### config.mk
export PLATFORM = sky130hd
export DESIGN_NAME = mem_stage_avalon_master_flat
export DESIGN_NICKNAME = d
export VERILOG_FILES = /design/src/rtl/riscv_mem_pkg.sv /design/src/rtl/mem_stage_avalon_master_if.sv /design/src/rtl/mem_lane_align.sv /design/src/rtl/mem_stage_avalon_master.sv /design/src/flat_wrapper.sv
export SDC_FILE = /design/constraint.sdc
export NUM_CORES = 1
export LEC_CHECK = 0
export CAP_MARGIN = 20
export CORE_MARGIN = 5
export CORE_UTILIZATION = 29
export CTS_BUF_LIST = sky130_fd_sc_hd__clkbuf_8
export DETAILED_ROUTE_END_ITERATION = 12
export PLACE_DENSITY = 0.56
export SYNTH_ARGS = -nofsm -noshare
export SYNTH_HDL_FRONTEND = slang
export SYNTH_SLANG_ARGS = --single-unit
### constraint.sdc
create_clock -name CLK -period 2.08 [get_ports CLK]
set_input_delay 0.312 -clock CLK [delete_from_list [all_inputs] [get_ports CLK]]
set_output_delay 0.312 -clock CLK [all_outputs]
set_load 0.1 [all_outputs]
### src/rtl/riscv_mem_pkg.sv
// ---------------------------------------------------------------------------
// riscv_mem_pkg
// Shared definitions for the memory-stage Avalon master:
//   - funct3 access-size/sign codes (F3_B, F3_H, F3_W, F3_BU, F3_HU)
//   - mem_state_t, the transaction FSM state type (one-hot encoded)
//   - small helpers that classify a funct3/offset pair as legal/aligned
// ---------------------------------------------------------------------------
package riscv_mem_pkg;

   localparam logic [2:0] F3_B  = 3'b000;
   localparam logic [2:0] F3_H  = 3'b001;
   localparam logic [2:0] F3_W  = 3'b010;
   localparam logic [2:0] F3_BU = 3'b100;
   localparam logic [2:0] F3_HU = 3'b101;

   // One-hot so that each Avalon command strobe is a direct decode of a
   // single state flop and cannot glitch.
   typedef enum logic [4:0] {
      IDLE    = 5'b00001,
      RD_REQ  = 5'b00010,
      RD_WAIT = 5'b00100,
      WR_REQ  = 5'b01000,
      DONE    = 5'b10000
   } mem_state_t;

   // funct3 codes 011, 110 and 111 have no meaning for this stage.
   function automatic logic isLegalFunct3(input logic [2:0] f3);
      return (f3 == F3_B) || (f3 == F3_H) || (f3 == F3_W) ||
             (f3 == F3_BU) || (f3 == F3_HU);
   endfunction

   // Halfwords must sit on an even byte, words on a multiple of four.
   function automatic logic isAligned(input logic [2:0] f3, input logic [1:0] offset);
      logic ok;
      case (f3)
         F3_H, F3_HU: ok = ~offset[0];
         F3_W:        ok = (offset == 2'b00);
         default:     ok = 1'b1;
      endcase
      return ok;
   endfunction

endpackage

### src/rtl/mem_stage_avalon_master_if.sv
// ---------------------------------------------------------------------------
// mem_stage_avalon_master_if
// Avalon-MM data-memory port between the memory stage and the data memory.
//   avm_address        byte address, always word aligned
//   avm_read/avm_write command strobes
//   avm_byteenable     active byte lanes
//   avm_writedata      lane-replicated store data
//   avm_readdata       load data from the slave
//   avm_waitrequest    slave is not accepting the current command
//   avm_readdatavalid  avm_readdata carries returned load data
// Modports: master (memory stage side) and slave (memory side).
// ---------------------------------------------------------------------------
interface mem_stage_avalon_master_if #(
   parameter int ADDR_W = 32
);

   logic [ADDR_W-1:0] avm_address;
   logic              avm_read;
   logic              avm_write;
   logic [3:0]        avm_byteenable;
   logic [31:0]       avm_writedata;
   logic [31:0]       avm_readdata;
   logic              avm_waitrequest;
   logic              avm_readdatavalid;

   modport master (
      output avm_address,
      output avm_read,
      output avm_write,
      output avm_byteenable,
      output avm_writedata,
      input  avm_readdata,
      input  avm_waitrequest,
      input  avm_readdatavalid
   );

   modport slave (
      input  avm_address,
      input  avm_read,
      input  avm_write,
      input  avm_byteenable,
      input  avm_writedata,
      output avm_readdata,
      output avm_waitrequest,
      output avm_readdatavalid
   );

endinterface

### src/rtl/mem_lane_align.sv
// ---------------------------------------------------------------------------
// mem_lane_align
// Purely combinational byte-lane steering for the memory stage.
// Request side (live EX/MEM values):
//   reqFunct3, reqOffset, storeData -> byteEnable, writeData, accessOk
// Response side (values captured when the load was issued):
//   capFunct3, capOffset, rawReadData -> loadData (sign/zero extended)
// ---------------------------------------------------------------------------
module mem_lane_align
   import riscv_mem_pkg::*;
(
   input  logic [2:0]  reqFunct3,
   input  logic [1:0]  reqOffset,
   input  logic [31:0] storeData,
   output logic [3:0]  byteEnable,
   output logic [31:0] writeData,
   output logic        accessOk,

   input  logic [2:0]  capFunct3,
   input  logic [1:0]  capOffset,
   input  logic [31:0] rawReadData,
   output logic [31:0] loadData
);

   logic [7:0]  byteLane;
   logic [15:0] halfLane;

   // Store side: the memory only looks at the enabled lanes, so the
   // store value is replicated into every lane instead of shifted.
   always_comb begin
      byteEnable = 4'b0000;
      writeData  = storeData;
      accessOk   = isLegalFunct3(reqFunct3) & isAligned(reqFunct3, reqOffset);
      case (reqFunct3)
         F3_B, F3_BU: begin
            byteEnable = 4'b0001 << reqOffset;
            writeData  = {4{storeData[7:0]}};
         end
         F3_H, F3_HU: begin
            byteEnable = reqOffset[1] ? 4'b1100 : 4'b0011;
            writeData  = {2{storeData[15:0]}};
         end
         F3_W: begin
            byteEnable = 4'b1111;
            writeData  = storeData;
         end
         default: begin
            byteEnable = 4'b0000;
            writeData  = storeData;
         end
      endcase
   end

   // Load side: pick the addressed lane out of the returned word, using the
   // offset and size captured at issue time because the pipeline inputs may
   // not be trustworthy by the time data returns.
   always_comb begin
      byteLane = rawReadData[{capOffset, 3'b000} +: 8];
      halfLane = capOffset[1] ? rawReadData[31:16] : rawReadData[15:0];
      case (capFunct3)
         F3_B:    loadData = {{24{byteLane[7]}}, byteLane};
         F3_BU:   loadData = {24'h000000, byteLane};
         F3_H:    loadData = {{16{halfLane[15]}}, halfLane};
         F3_HU:   loadData = {16'h0000, halfLane};
         default: loadData = rawReadData;
      endcase
   end

endmodule

### src/rtl/mem_stage_avalon_master.sv
// ---------------------------------------------------------------------------
// mem_stage_avalon_master
// Memory-stage bus master. Turns EX/MEM load/store requests into single
// Avalon-MM transactions and stalls the pipeline until each one finishes.
// Ports:
//   CLK, RST_n        clock, asynchronous active-low reset
//   MemRead/MemWrite  request levels from EX/MEM, held while Stall is high
//   funct3            access size and sign
//   AluRes            effective byte address
//   Reg2              store data
//   Stall             hold EX/MEM and earlier stages
//   ReadData          extended load result, updated when a load completes
//   AccErr            one-cycle pulse for a misaligned or illegal access
//   bus               Avalon-MM master port
// ---------------------------------------------------------------------------
module mem_stage_avalon_master
   import riscv_mem_pkg::*;
#(
   parameter int ADDR_W = 32
) (
   input  logic        CLK,
   input  logic        RST_n,
   input  logic        MemRead,
   input  logic        MemWrite,
   input  logic [2:0]  funct3,
   input  logic [31:0] AluRes,
   input  logic [31:0] Reg2,
   output logic        Stall,
   output logic [31:0] ReadData,
   output logic        AccErr,
   mem_stage_avalon_master_if.master bus
);

   mem_state_t  state;
   mem_state_t  nextState;

   logic        reqAny;
   logic        reqLegal;
   logic        reqErr;
   logic        accessOk;
   logic        loadDone;
   logic [3:0]  laneBe;
   logic [31:0] laneWd;
   logic [31:0] loadData;
   logic [2:0]  capFunct3;
   logic [1:0]  capOffset;

   // A request is only issued to the bus when exactly one of read/write is
   // asked for and the size/offset combination is legal; everything else
   // goes straight to DONE with an error pulse.
   assign reqAny   = MemRead | MemWrite;
   assign reqLegal = (MemRead ^ MemWrite) & accessOk;
   assign reqErr   = reqAny & ~reqLegal;

   // Returned data can arrive in the accepting RD_REQ cycle or later in RD_WAIT.
   assign loadDone = bus.avm_readdatavalid &
                     (((state == RD_REQ) & ~bus.avm_waitrequest) | (state == RD_WAIT));

   mem_lane_align uLaneAlign (
      .reqFunct3   (funct3),
      .reqOffset   (AluRes[1:0]),
      .storeData   (Reg2),
      .byteEnable  (laneBe),
      .writeData   (laneWd),
      .accessOk    (accessOk),
      .capFunct3   (capFunct3),
      .capOffset   (capOffset),
      .rawReadData (bus.avm_readdata),
      .loadData    (loadData)
   );

   // State register.
   always_ff @(posedge CLK or negedge RST_n) begin
      if (!RST_n) begin
         state <= IDLE;
      end else begin
         state <= nextState;
      end
   end

   // Next-state logic. DONE always returns to IDLE so that the pipeline
   // advance at the end of DONE is never mistaken for a new request.
   always_comb begin
      nextState = state;
      case (state)
         IDLE: begin
            if (reqLegal) begin
               nextState = MemRead ? RD_REQ : WR_REQ;
            end else if (reqErr) begin
               nextState = DONE;
            end
         end
         RD_REQ: begin
            if (!bus.avm_waitrequest) begin
               nextState = bus.avm_readdatavalid ? DONE : RD_WAIT;
            end
         end
         RD_WAIT: begin
            if (bus.avm_readdatavalid) begin
               nextState = DONE;
            end
         end
         WR_REQ: begin
            if (!bus.avm_waitrequest) begin
               nextState = DONE;
            end
         end
         DONE:    nextState = IDLE;
         default: nextState = IDLE;
      endcase
   end

   // Output decode. Stall is combinational from the request inputs only in
   // IDLE, so a request is held from its very first cycle; DONE is the single
   // cycle in which the pipeline is allowed to move.
   always_comb begin
      Stall         = 1'b0;
      bus.avm_read  = 1'b0;
      bus.avm_write = 1'b0;
      case (state)
         IDLE:    Stall = reqAny;
         RD_REQ: begin
            Stall        = 1'b1;
            bus.avm_read = 1'b1;
         end
         RD_WAIT: Stall = 1'b1;
         WR_REQ: begin
            Stall         = 1'b1;
            bus.avm_write = 1'b1;
         end
         default: Stall = 1'b0;
      endcase
   end

   // Command and result registers. Command fields are loaded only when a
   // transaction is launched from IDLE, which keeps them stable for the whole
   // time the slave holds waitrequest.
   always_ff @(posedge CLK or negedge RST_n) begin
      if (!RST_n) begin
         bus.avm_address    <= '0;
         bus.avm_byteenable <= 4'b0000;
         bus.avm_writedata  <= 32'h0000_0000;
         capFunct3          <= 3'b000;
         capOffset          <= 2'b00;
         ReadData           <= 32'h0000_0000;
         AccErr             <= 1'b0;
      end else begin
         AccErr <= (state == IDLE) & reqErr;
         if ((state == IDLE) && reqLegal) begin
            bus.avm_address    <= {AluRes[ADDR_W-1:2], 2'b00};
            bus.avm_byteenable <= laneBe;
            bus.avm_writedata  <= laneWd;
            capFunct3          <= funct3;
            capOffset          <= AluRes[1:0];
         end
         if (loadDone) begin
            ReadData <= loadData;
         end
      end
   end

endmodule

### src/flat_wrapper.sv
// flat-port wrapper written by rule: the top's interface ports become plain ports
module mem_stage_avalon_master_flat import riscv_mem_pkg::*;
#(
   parameter int ADDR_W = 32
)
  (CLK, RST_n, MemRead, MemWrite, funct3, AluRes, Reg2, Stall, ReadData, AccErr, bus_avm_address, bus_avm_read, bus_avm_write, bus_avm_byteenable, bus_avm_writedata, bus_avm_readdata, bus_avm_waitrequest, bus_avm_readdatavalid);
  mem_stage_avalon_master_if #(.ADDR_W(ADDR_W)) bus_i ();
  input  logic CLK;
  input  logic RST_n;
  input  logic MemRead;
  input  logic MemWrite;
  input  logic [2:0] funct3;
  input  logic [31:0] AluRes;
  input  logic [31:0] Reg2;
  output logic Stall;
  output logic [31:0] ReadData;
  output logic AccErr;
  output wire logic [$bits(bus_i.avm_address)-1:0] bus_avm_address;
  output wire logic [$bits(bus_i.avm_read)-1:0] bus_avm_read;
  output wire logic [$bits(bus_i.avm_write)-1:0] bus_avm_write;
  output wire logic [$bits(bus_i.avm_byteenable)-1:0] bus_avm_byteenable;
  output wire logic [$bits(bus_i.avm_writedata)-1:0] bus_avm_writedata;
  input wire logic [$bits(bus_i.avm_readdata)-1:0] bus_avm_readdata;
  input wire logic [$bits(bus_i.avm_waitrequest)-1:0] bus_avm_waitrequest;
  input wire logic [$bits(bus_i.avm_readdatavalid)-1:0] bus_avm_readdatavalid;
  assign bus_avm_address = bus_i.avm_address;
  assign bus_avm_read = bus_i.avm_read;
  assign bus_avm_write = bus_i.avm_write;
  assign bus_avm_byteenable = bus_i.avm_byteenable;
  assign bus_avm_writedata = bus_i.avm_writedata;
  assign bus_i.avm_readdata = bus_avm_readdata;
  assign bus_i.avm_waitrequest = bus_avm_waitrequest;
  assign bus_i.avm_readdatavalid = bus_avm_readdatavalid;
  mem_stage_avalon_master #(.ADDR_W(ADDR_W)) u_core (.CLK(CLK), .RST_n(RST_n), .MemRead(MemRead), .MemWrite(MemWrite), .funct3(funct3), .AluRes(AluRes), .Reg2(Reg2), .Stall(Stall), .ReadData(ReadData), .AccErr(AccErr), .bus(bus_i));
endmodule
==> results of run 1 <==
[registers in the layout, summed over array words and instances, names as in the netlist]
| signal | flops |
|---|---|
| u_core.ReadData | 32 |
| u_core.bus.avm_writedata | 32 |
| u_core.bus.avm_address | 30 |
| u_core.state | 5 |
| u_core.bus.avm_byteenable | 4 |
| u_core.capFunct3 | 3 |
| u_core.capOffset | 2 |
| u_core.AccErr | 1 |
[worst min path at each step]
stage,from,end,slack [ns],depth (start not counted)
final,RST_n,u_core.AccErr,0.47,2
after global routing,RST_n,u_core.state[4],0.49,2
after CTS,RST_n,u_core.AccErr,0.45,2
after detailed placement,RST_n,u_core.AccErr,0.32,1
after global placement,RST_n,u_core.AccErr,0.32,1
after floorplan,RST_n,u_core.AccErr,0.02,0
[per-stage QoR]
step | area [um^2] | hold slack (ns)
3_3_place_gp | 7619 | 0.3154
5_1_grt | 7901 | 0.4897
6_report | 7901 | 0.4659
4_1_cts | 7875 | 0.4528
3_5_place_dp | 7619 | 0.3215
2_1_floorplan | 5366 | 0.01641
[timing repair]
action / CTS / global route
hold buffers: 1 / 0
setup endpoints to repair: 2 / 2
hold endpoints to repair: 33 / 0
buffers inserted: 4 / 2
gates resized for setup: 1 / 6
pin swaps: 1 / 3
[placed cells by master (no fill, tap or decap), types with 2 or more instances in the layout]
cell type and instances:
sky130_fd_sc_hd__a21o_1 5, sky130_fd_sc_hd__a21oi_1 37, sky130_fd_sc_hd__a221oi_1 10, sky130_fd_sc_hd__a31oi_1 3, sky130_fd_sc_hd__buf_12 8, sky130_fd_sc_hd__buf_4 130, sky130_fd_sc_hd__buf_6 2, sky130_fd_sc_hd__clkbuf_8 12
sky130_fd_sc_hd__clkdlybuf4s50_1 103, sky130_fd_sc_hd__conb_1 2, sky130_fd_sc_hd__dfrtp_1 106, sky130_fd_sc_hd__dfrtp_2 2, sky130_fd_sc_hd__inv_1 7, sky130_fd_sc_hd__mux2_2 9, sky130_fd_sc_hd__mux2_4 40, sky130_fd_sc_hd__mux2i_1 31
sky130_fd_sc_hd__nand2_1 64, sky130_fd_sc_hd__nand2b_1 4, sky130_fd_sc_hd__nand3_1 7, sky130_fd_sc_hd__nor2_1 41, sky130_fd_sc_hd__nor2b_1 14, sky130_fd_sc_hd__nor3_1 3, sky130_fd_sc_hd__nor3b_2 2, sky130_fd_sc_hd__nor4_1 3
sky130_fd_sc_hd__o21ai_0 38, sky130_fd_sc_hd__or3b_2 2
[cell type report]
type,count,share of cell area
clock inverter,4,0.005859
clock buffer,12,0.02090
inverter,6,0.002850
sequential,109,0.3457
multi-input combinational,342,0.3101
tap,229,0.03626
timing repair buffer,244,0.2784
[Yosys cell counts, drive strengths merged (3+ instances only)]
master	count	area [um^2]
a31oi	3	18.77
nor3	4	20.02
nor2	42	160.2
nand2	64	240.2
mux2i	31	310.3
dfrtp	108	2703
mux2	49	701.9
o21ai	39	195.2
nor4	4	40.04
buf	18	125.1
nor4b	3	47.54
inv	6	22.52
a221oi	10	87.58
nand2b	4	25.02
nand3	7	35.03
clkbuf	17	63.81
a21oi	39	198.9
a21o	5	37.54
nor2b	14	87.58
[layer usage]
layer / GRT usage / vias to the layer above
met1: 0.1968 / 2115
met5: 0 / -
met3: 0.04391 / 17
met4: 0.04757 / 0
li1: - / 2157
met2: 0.2376 / 155
[kinds of logic after synthesis]
family | after synthesis
compound gates | 106
buf+inv | 41
mux | 80
flops | 109
other cells | 1
fa+ha+maj | 1
simple gates | 151
xor+xnor | 2
==> reports/qor_table.md, run 1 <==
| Parameter | Value | Unit |
|---|---|---|
| Worst skew pair latency | 0.38 | ns |
| Slowest cell on the critical path | sky130_fd_sc_hd__dfrtp_2 | - |
| Number of setup violations in the final report | 0 | - |
| Total count of max-transition violations in the final report | 0 | - |
| Ratio of final minimum period to clock period | 0.9765 | - |
| Per-cell via count in the routed design | 4.698 | - |
| WL met3 | 1052 | um |
| Length of routed met2 wiring | 7558 | um |
| Post-Route Setup TNS | 0 | ns |
| Share of flip-flops with an asynchronous set or reset | 1.000 | - |
| Startpoint type of the worst setup path | flip-flop | - |
| Kind of critical path | reg -> out | - |
| Standard-cell row count | 49 | - |
| Count of pins on the block boundary | 209 | - |
| Die footprint | 0.02123 | mm^2 |
| Buffer type at the clock tree root | sky130_fd_sc_hd__clkbuf_8 | - |
| Pre-Repair DR Iteration Count | 5 | - |
| Number of antenna violations at the first check in global routing | 0 | - |
| # placed instances | 923 | - |
| CORE AREA | 0.01802 | mm^2 |
| Min cycle time layout | 2.031 | ns |
| Clock tree from TritonCTS | done | - |
| Area taken by flip-flops and latches | 0.002731 | mm^2 |
| Reg2reg setup slack | 0.20 | ns |
| Sequential fraction of the synthesis area | 0.5110 | - |
| Drt drc | 0 | - |
| Total global routing track utilization | 0.1496 | - |
| Relative max-transition margin | 0.5607 | - |
| Setup Skew | 0.009314 | ns |
| Cells along the critical path | buf_6, xor2_1, o211ai_1, a21oi_4, buf_12 | - |
| Family of cells with the greatest summed delay on the critical path | flip-flops | - |
| H-tree depth reported by CTS | 3 | - |
| Worst setup path startpoint | u_core.state[3] | - |
| Drt initial violations | 239 | - |
| Worst min-delay path class | in -> async | - |
| Arr. time, crit path | 1.72 | ns |
| Vertical die dimension | 145.7 | um |
| Count of buffer and inverter cells on the critical path | 2 | - |
| Simple-Gate Fraction of Synth Area | 0.1361 | - |
| Crit Reg-Reg Startpoint | u_core.state[1] | - |
| Share of the synthesized netlist area taken by xor and xnor gates | 0.003280 | - |
| Number of clock sinks seen by CTS | 109 | - |
| Sum of routed wire length over all layers | 16130 | um |
| Top Metal Used | met4 | - |
| Total stage count of the critical path | 5 | - |
| Worst reg2reg path depth | 7 | - |
| Synthesized-area fraction occupied by adder cells | 0.002343 | - |
| Post-synthesis cell area | 0.005340 | mm^2 |
| Aggregate global routing overflow | 0 | - |
| # fillers | 1699 | - |
| Worst Max-Slew Pin Slew | 0.6582 | ns |
| Average wire per standard cell | 17.05 | um |
| Run status | complete, no violations | - |
| Cts bufs inserted | 9 | - |
| Worst path required time | 1.77 | ns |
| Vias in the first global route | 4765 | - |
| Main combinational cell family by area after synthesis | multiplexers | - |
| Crit. End Element | output pin | - |
| Multiplexer share of the synthesized area | 0.1896 | - |
| Timing endpoint of the critical path | Stall | - |
| Yosys warnings | 0 | - |
| Routability congestion estimate | 0.8586 | - |
| PortBufs | 206 | - |
| Count of flip-flops with a built-in enable after synthesis | 0 | - |
| Area delta synth->final | 47.96 | % |
| Fraction of the mapped netlist area in compound gates | 0.1174 | - |
| Count of endpoints failing hold in the final timing report | 0 | - |
| Combined area of the multi-input logic cells | 0.002450 | mm^2 |
| Antenna cells | 0 | - |
| Number of distinct library cell variants in the gate-level netlist after synthesis | 49 | - |
| Dpl ws | -0.09817 | ns |
| Critical path peak fanout | 8 | - |
| Detailed placer's ending HPWL | 12200 | um |
| Post-synthesis cell count | 491 | - |
| Post-route antenna net violation count | 0 | - |
| Die X-Extent | 145.7 | um |
| Worst path max stage delay | 0.45 | ns |
| Final setup margin | 0.04880 | ns |
| #FFs+latches synth | 109 | - |
| CTS clock-pin slew for the worst setup and hold paths | 0.10 | ns |
| Buffer depth of the longest clock path | 2 | - |
| Setup repair after global routing missed its margin | yes | - |
| Endpoint of the worst-slack reg-to-reg timing path | u_core.ReadData[13] | - |
| Non-filler cells, final | 946 | - |
| Met1 layer wirelength in the final routing | 7247 | um |
| Share of layout cells above drive strength 1 | 0.3082 | - |
| Total number of vias | 4444 | - |
| Initial Utilization | 0.2963 | - |
| Max-cap violations | 0 | - |
| Final Core Density | 0.4384 | - |
| Highest Clock Rate | 492.3 | MHz |
| Synth Flop Type | sky130_fd_sc_hd__dfrtp_1 | - |
| Largest net degree at the start of global routing | 46 | - |
| Nets@finish | 818 | - |
| Mean Syn Cell Area | 10.88 | um^2 |
| Wire length of the first global-routing pass | 25920 | um |
Power of run 1 is not shown: default switching activity piles up to over one toggle a cycle in this logic, so the estimate is an artifact.
==> run 2: changes to the inputs <==
--- a/config.mk
+++ b/config.mk
@@ -6,7 +6,7 @@
 export NUM_CORES = 1
 export LEC_CHECK = 0
 export CAP_MARGIN = 20
-export CORE_MARGIN = 5
+export CORE_MARGIN = 2
 export CORE_UTILIZATION = 29
 export CTS_BUF_LIST = sky130_fd_sc_hd__clkbuf_8
 export DETAILED_ROUTE_END_ITERATION = 12
==> run 2 against run 1 <==
Compared with the run above:
- routed wire length shrank 6.1%
- final cell count shrank 0.42%
- clock skew grew 0.0012 ns
- critical path depth is the same
- largest cell class unchanged
- first-iteration DRC count shrank 21%
- fmax is essentially flat
- via count shrank 0.32%
- sequential share of layout area grew 0.18 points
==> reports/qor_table.md, run 2 (synthesis gave the netlist of run 1 again) <==
| Parameter | Value | Unit | Delta |
|---|---|---|---|
| Die X-Extent | 139.7 | um | -4.1% |
| Largest net degree at the start of global routing | 54 | - | +17% |
| Non-filler cells, final | 942 | - | -0.42% |
| Routability congestion estimate | 0.8111 | - | -5.5% |
| PortBufs | 206 | - | unchanged |
| Max-cap violations | 0 | - | unchanged |
| Critical path peak fanout | 9 | - | +1 |
| Total count of max-transition violations in the final report | 0 | - | unchanged |
| Endpoint of the worst-slack reg-to-reg timing path | u_core.bus.avm_address[19] | - |  |
| Relative max-transition margin | 0.5391 | - | -0.02165 |
| Leading registers by flop count | u_core.ReadData x32, u_core.bus.avm_writedata x32, u_core.bus.avm_address x30 | - |  |
| Most common cell after layout, fill and taps aside | sky130_fd_sc_hd__buf_4 | - |  |
| Post-Route Setup TNS | 0 | ns | unchanged |
| Reg2reg setup slack | 0.27 | ns | +0.07 ns |
| Clock tree from TritonCTS | done | - |  |
| Initial Utilization | 0.2963 | - | unchanged |
| Worst reg2reg path depth | 5 | - | -2 |
| Crit. End Element | output pin | - |  |
| Worst Max-Slew Pin Slew | 0.6906 | ns | +0.03244 ns |
| Drt drc | 0 | - | unchanged |
| Number of setup violations in the final report | 0 | - | unchanged |
| Cts bufs inserted | 9 | - | unchanged |
| Arr. time, crit path | 1.72 | ns | about the same |
| Detailed placer's ending HPWL | 11190 | um | -8.3% |
| # placed instances | 923 | - | unchanged |
| Final non-filler cell area | 0.007861 | mm^2 | -0.51% |
| Min cycle time layout | 2.033 | ns | +0.001711 ns |
| Wire length of the first global-routing pass | 24450 | um | -5.7% |
| Share of layout cells above drive strength 1 | 0.3029 | - | -0.005283 |
| Number of clock sinks seen by CTS | 109 | - | unchanged |
| Kind of critical path | reg -> out | - |  |
| Standard-cell row count | 49 | - | unchanged |
| Per-cell via count in the routed design | 4.703 | - | +0.11% |
| Setup repair after global routing missed its margin | yes | - |  |
| H-tree depth reported by CTS | 3 | - | unchanged |
| CORE AREA | 0.01802 | mm^2 | unchanged |
| Timing endpoint of the critical path | Stall | - |  |
| Crit Reg-Reg Startpoint | u_core.state[0] | - |  |
| Drt initial violations | 190 | - | -21% |
| Run status | complete, no violations | - |  |
| Average wire per standard cell | 16.07 | um | -5.7% |
| Post-route antenna net violation count | 0 | - | unchanged |
| Highest Clock Rate | 491.9 | MHz | about the same |
| Setup Skew | 0.01047 | ns | +0.001158 ns |
| Die footprint | 0.01952 | mm^2 | -8.1% |
| Top library cells by usage in the layout, fill and taps aside | sky130_fd_sc_hd__buf_4 (126), sky130_fd_sc_hd__dfrtp_1 (106), sky130_fd_sc_hd__clkdlybuf4s50_1 (103), sky130_fd_sc_hd__nand2_1 (64), sky130_fd_sc_hd__nor2_1 (41) | - |  |
| Startpoint type of the worst setup path | flip-flop | - |  |
| Total number of vias | 4430 | - | -0.32% |
| Worst hold slack | 0.4171 | ns | -0.04885 ns |
| Buffer type at the clock tree root | sky130_fd_sc_hd__clkbuf_8 | - |  |
| Ratio of final minimum period to clock period | 0.9774 | - | about the same |
| Worst path required time | 1.77 | ns | about the same |
| Pre-Repair DR Iteration Count | 4 | - | -1 |
| Nets@finish | 815 | - | -0.37% |
| Total global routing track utilization | 0.1558 | - | +0.006142 |
| Vertical die dimension | 139.7 | um | -4.1% |
| CTS clock-pin slew for the worst setup and hold paths | 0.10 | ns | about the same |
| Sum of routed wire length over all layers | 15140 | um | -6.1% |
| Cell Area, Placed | 0.007631 | mm^2 | +0.16% |
| Worst setup path startpoint | u_core.state[1] | - |  |
| Number of antenna violations at the first check in global routing | 0 | - | unchanged |
| Area delta synth->final | 47.21 | % |  |
| Worst min-delay path class | in -> async | - |  |
| Vias in the first global route | 4509 | - | -5.4% |
| Count of endpoints failing hold in the final timing report | 0 | - | unchanged |
| # fillers | 1734 | - | +2.1% |
| Antenna cells | 0 | - | unchanged |
| Count of pins on the block boundary | 209 | - | unchanged |
| Buffer depth of the longest clock path | 2 | - | unchanged |
| Worst skew pair latency | 0.38 | ns | about the same |
| Aggregate global routing overflow | 0 | - | unchanged |
run 2: final cells by class:
type	instances	area [um^2]	share of cell area
Clock inverter	6	57.56	0.007321
Sequential cell	109	2731	0.3474
Inverter	6	22.52	0.002865
Timing Repair Buffer	241	2190	0.2785
Clock buffer	9	123.9	0.01576
Multi-Input combinational cell	342	2450	0.3116
Tap cell	229	286.5	0.03645
run 2: worst min-delay path by stage:
stage / startpoint / endpoint / slack (ns) / cells after the start
finish: RST_n / u_core.bus.avm_address[25] / 0.42 / 2
global route: RST_n / u_core.bus.avm_address[27] / 0.43 / 2
CTS: RST_n / u_core.bus.avm_address[25] / 0.40 / 2
detailed placement: RST_n / u_core.bus.avm_address[25] / 0.29 / 1
global placement: RST_n / u_core.bus.avm_address[25] / 0.29 / 1
floorplan: RST_n / u_core.AccErr / 0.02 / 0
run 2: per-layer routing:
layer / vias to the layer above / track usage / part of all wire
met4: 0 / 0.03158 / 0.0075
met2: 169 / 0.2488 / 0.47
met3: 7 / 0.04336 / 0.068
met1: 2111 / 0.2129 / 0.45
li1: 2143 / - / -
met5: - / 0 / 0
run 2: stage by stage:
| step | setup WS, ns | util |
|---|---|---|
| 3_3_place_gp | -0.01917 | 0.4234 |
| 6_report | 0.04709 | 0.4361 |
| 3_5_place_dp | -0.02962 | 0.4234 |
| 2_1_floorplan | 0.1064 | - |
| 5_1_grt | -0.02651 | 0.4361 |
| 4_1_cts | 0.009103 | 0.4351 |
run 2: worst max-delay path, stage by stage (launching register included):
cell                       delay, ns
sky130_fd_sc_hd__dfrtp_1        0.42
sky130_fd_sc_hd__buf_6          0.15
sky130_fd_sc_hd__xor2_1         0.16
sky130_fd_sc_hd__o211ai_1       0.33
sky130_fd_sc_hd__a21oi_4        0.11
sky130_fd_sc_hd__buf_12         0.17
run 2: what timing repair did:
action	in CTS	in global routing
endpoints found under the setup margin	2	5
resized for setup	3	4
pin swaps	1	2
hold endpoints to repair	29	0
hold buffers	1	0
setup buffers	1	2
Power of run 2 is left out for the same reason.
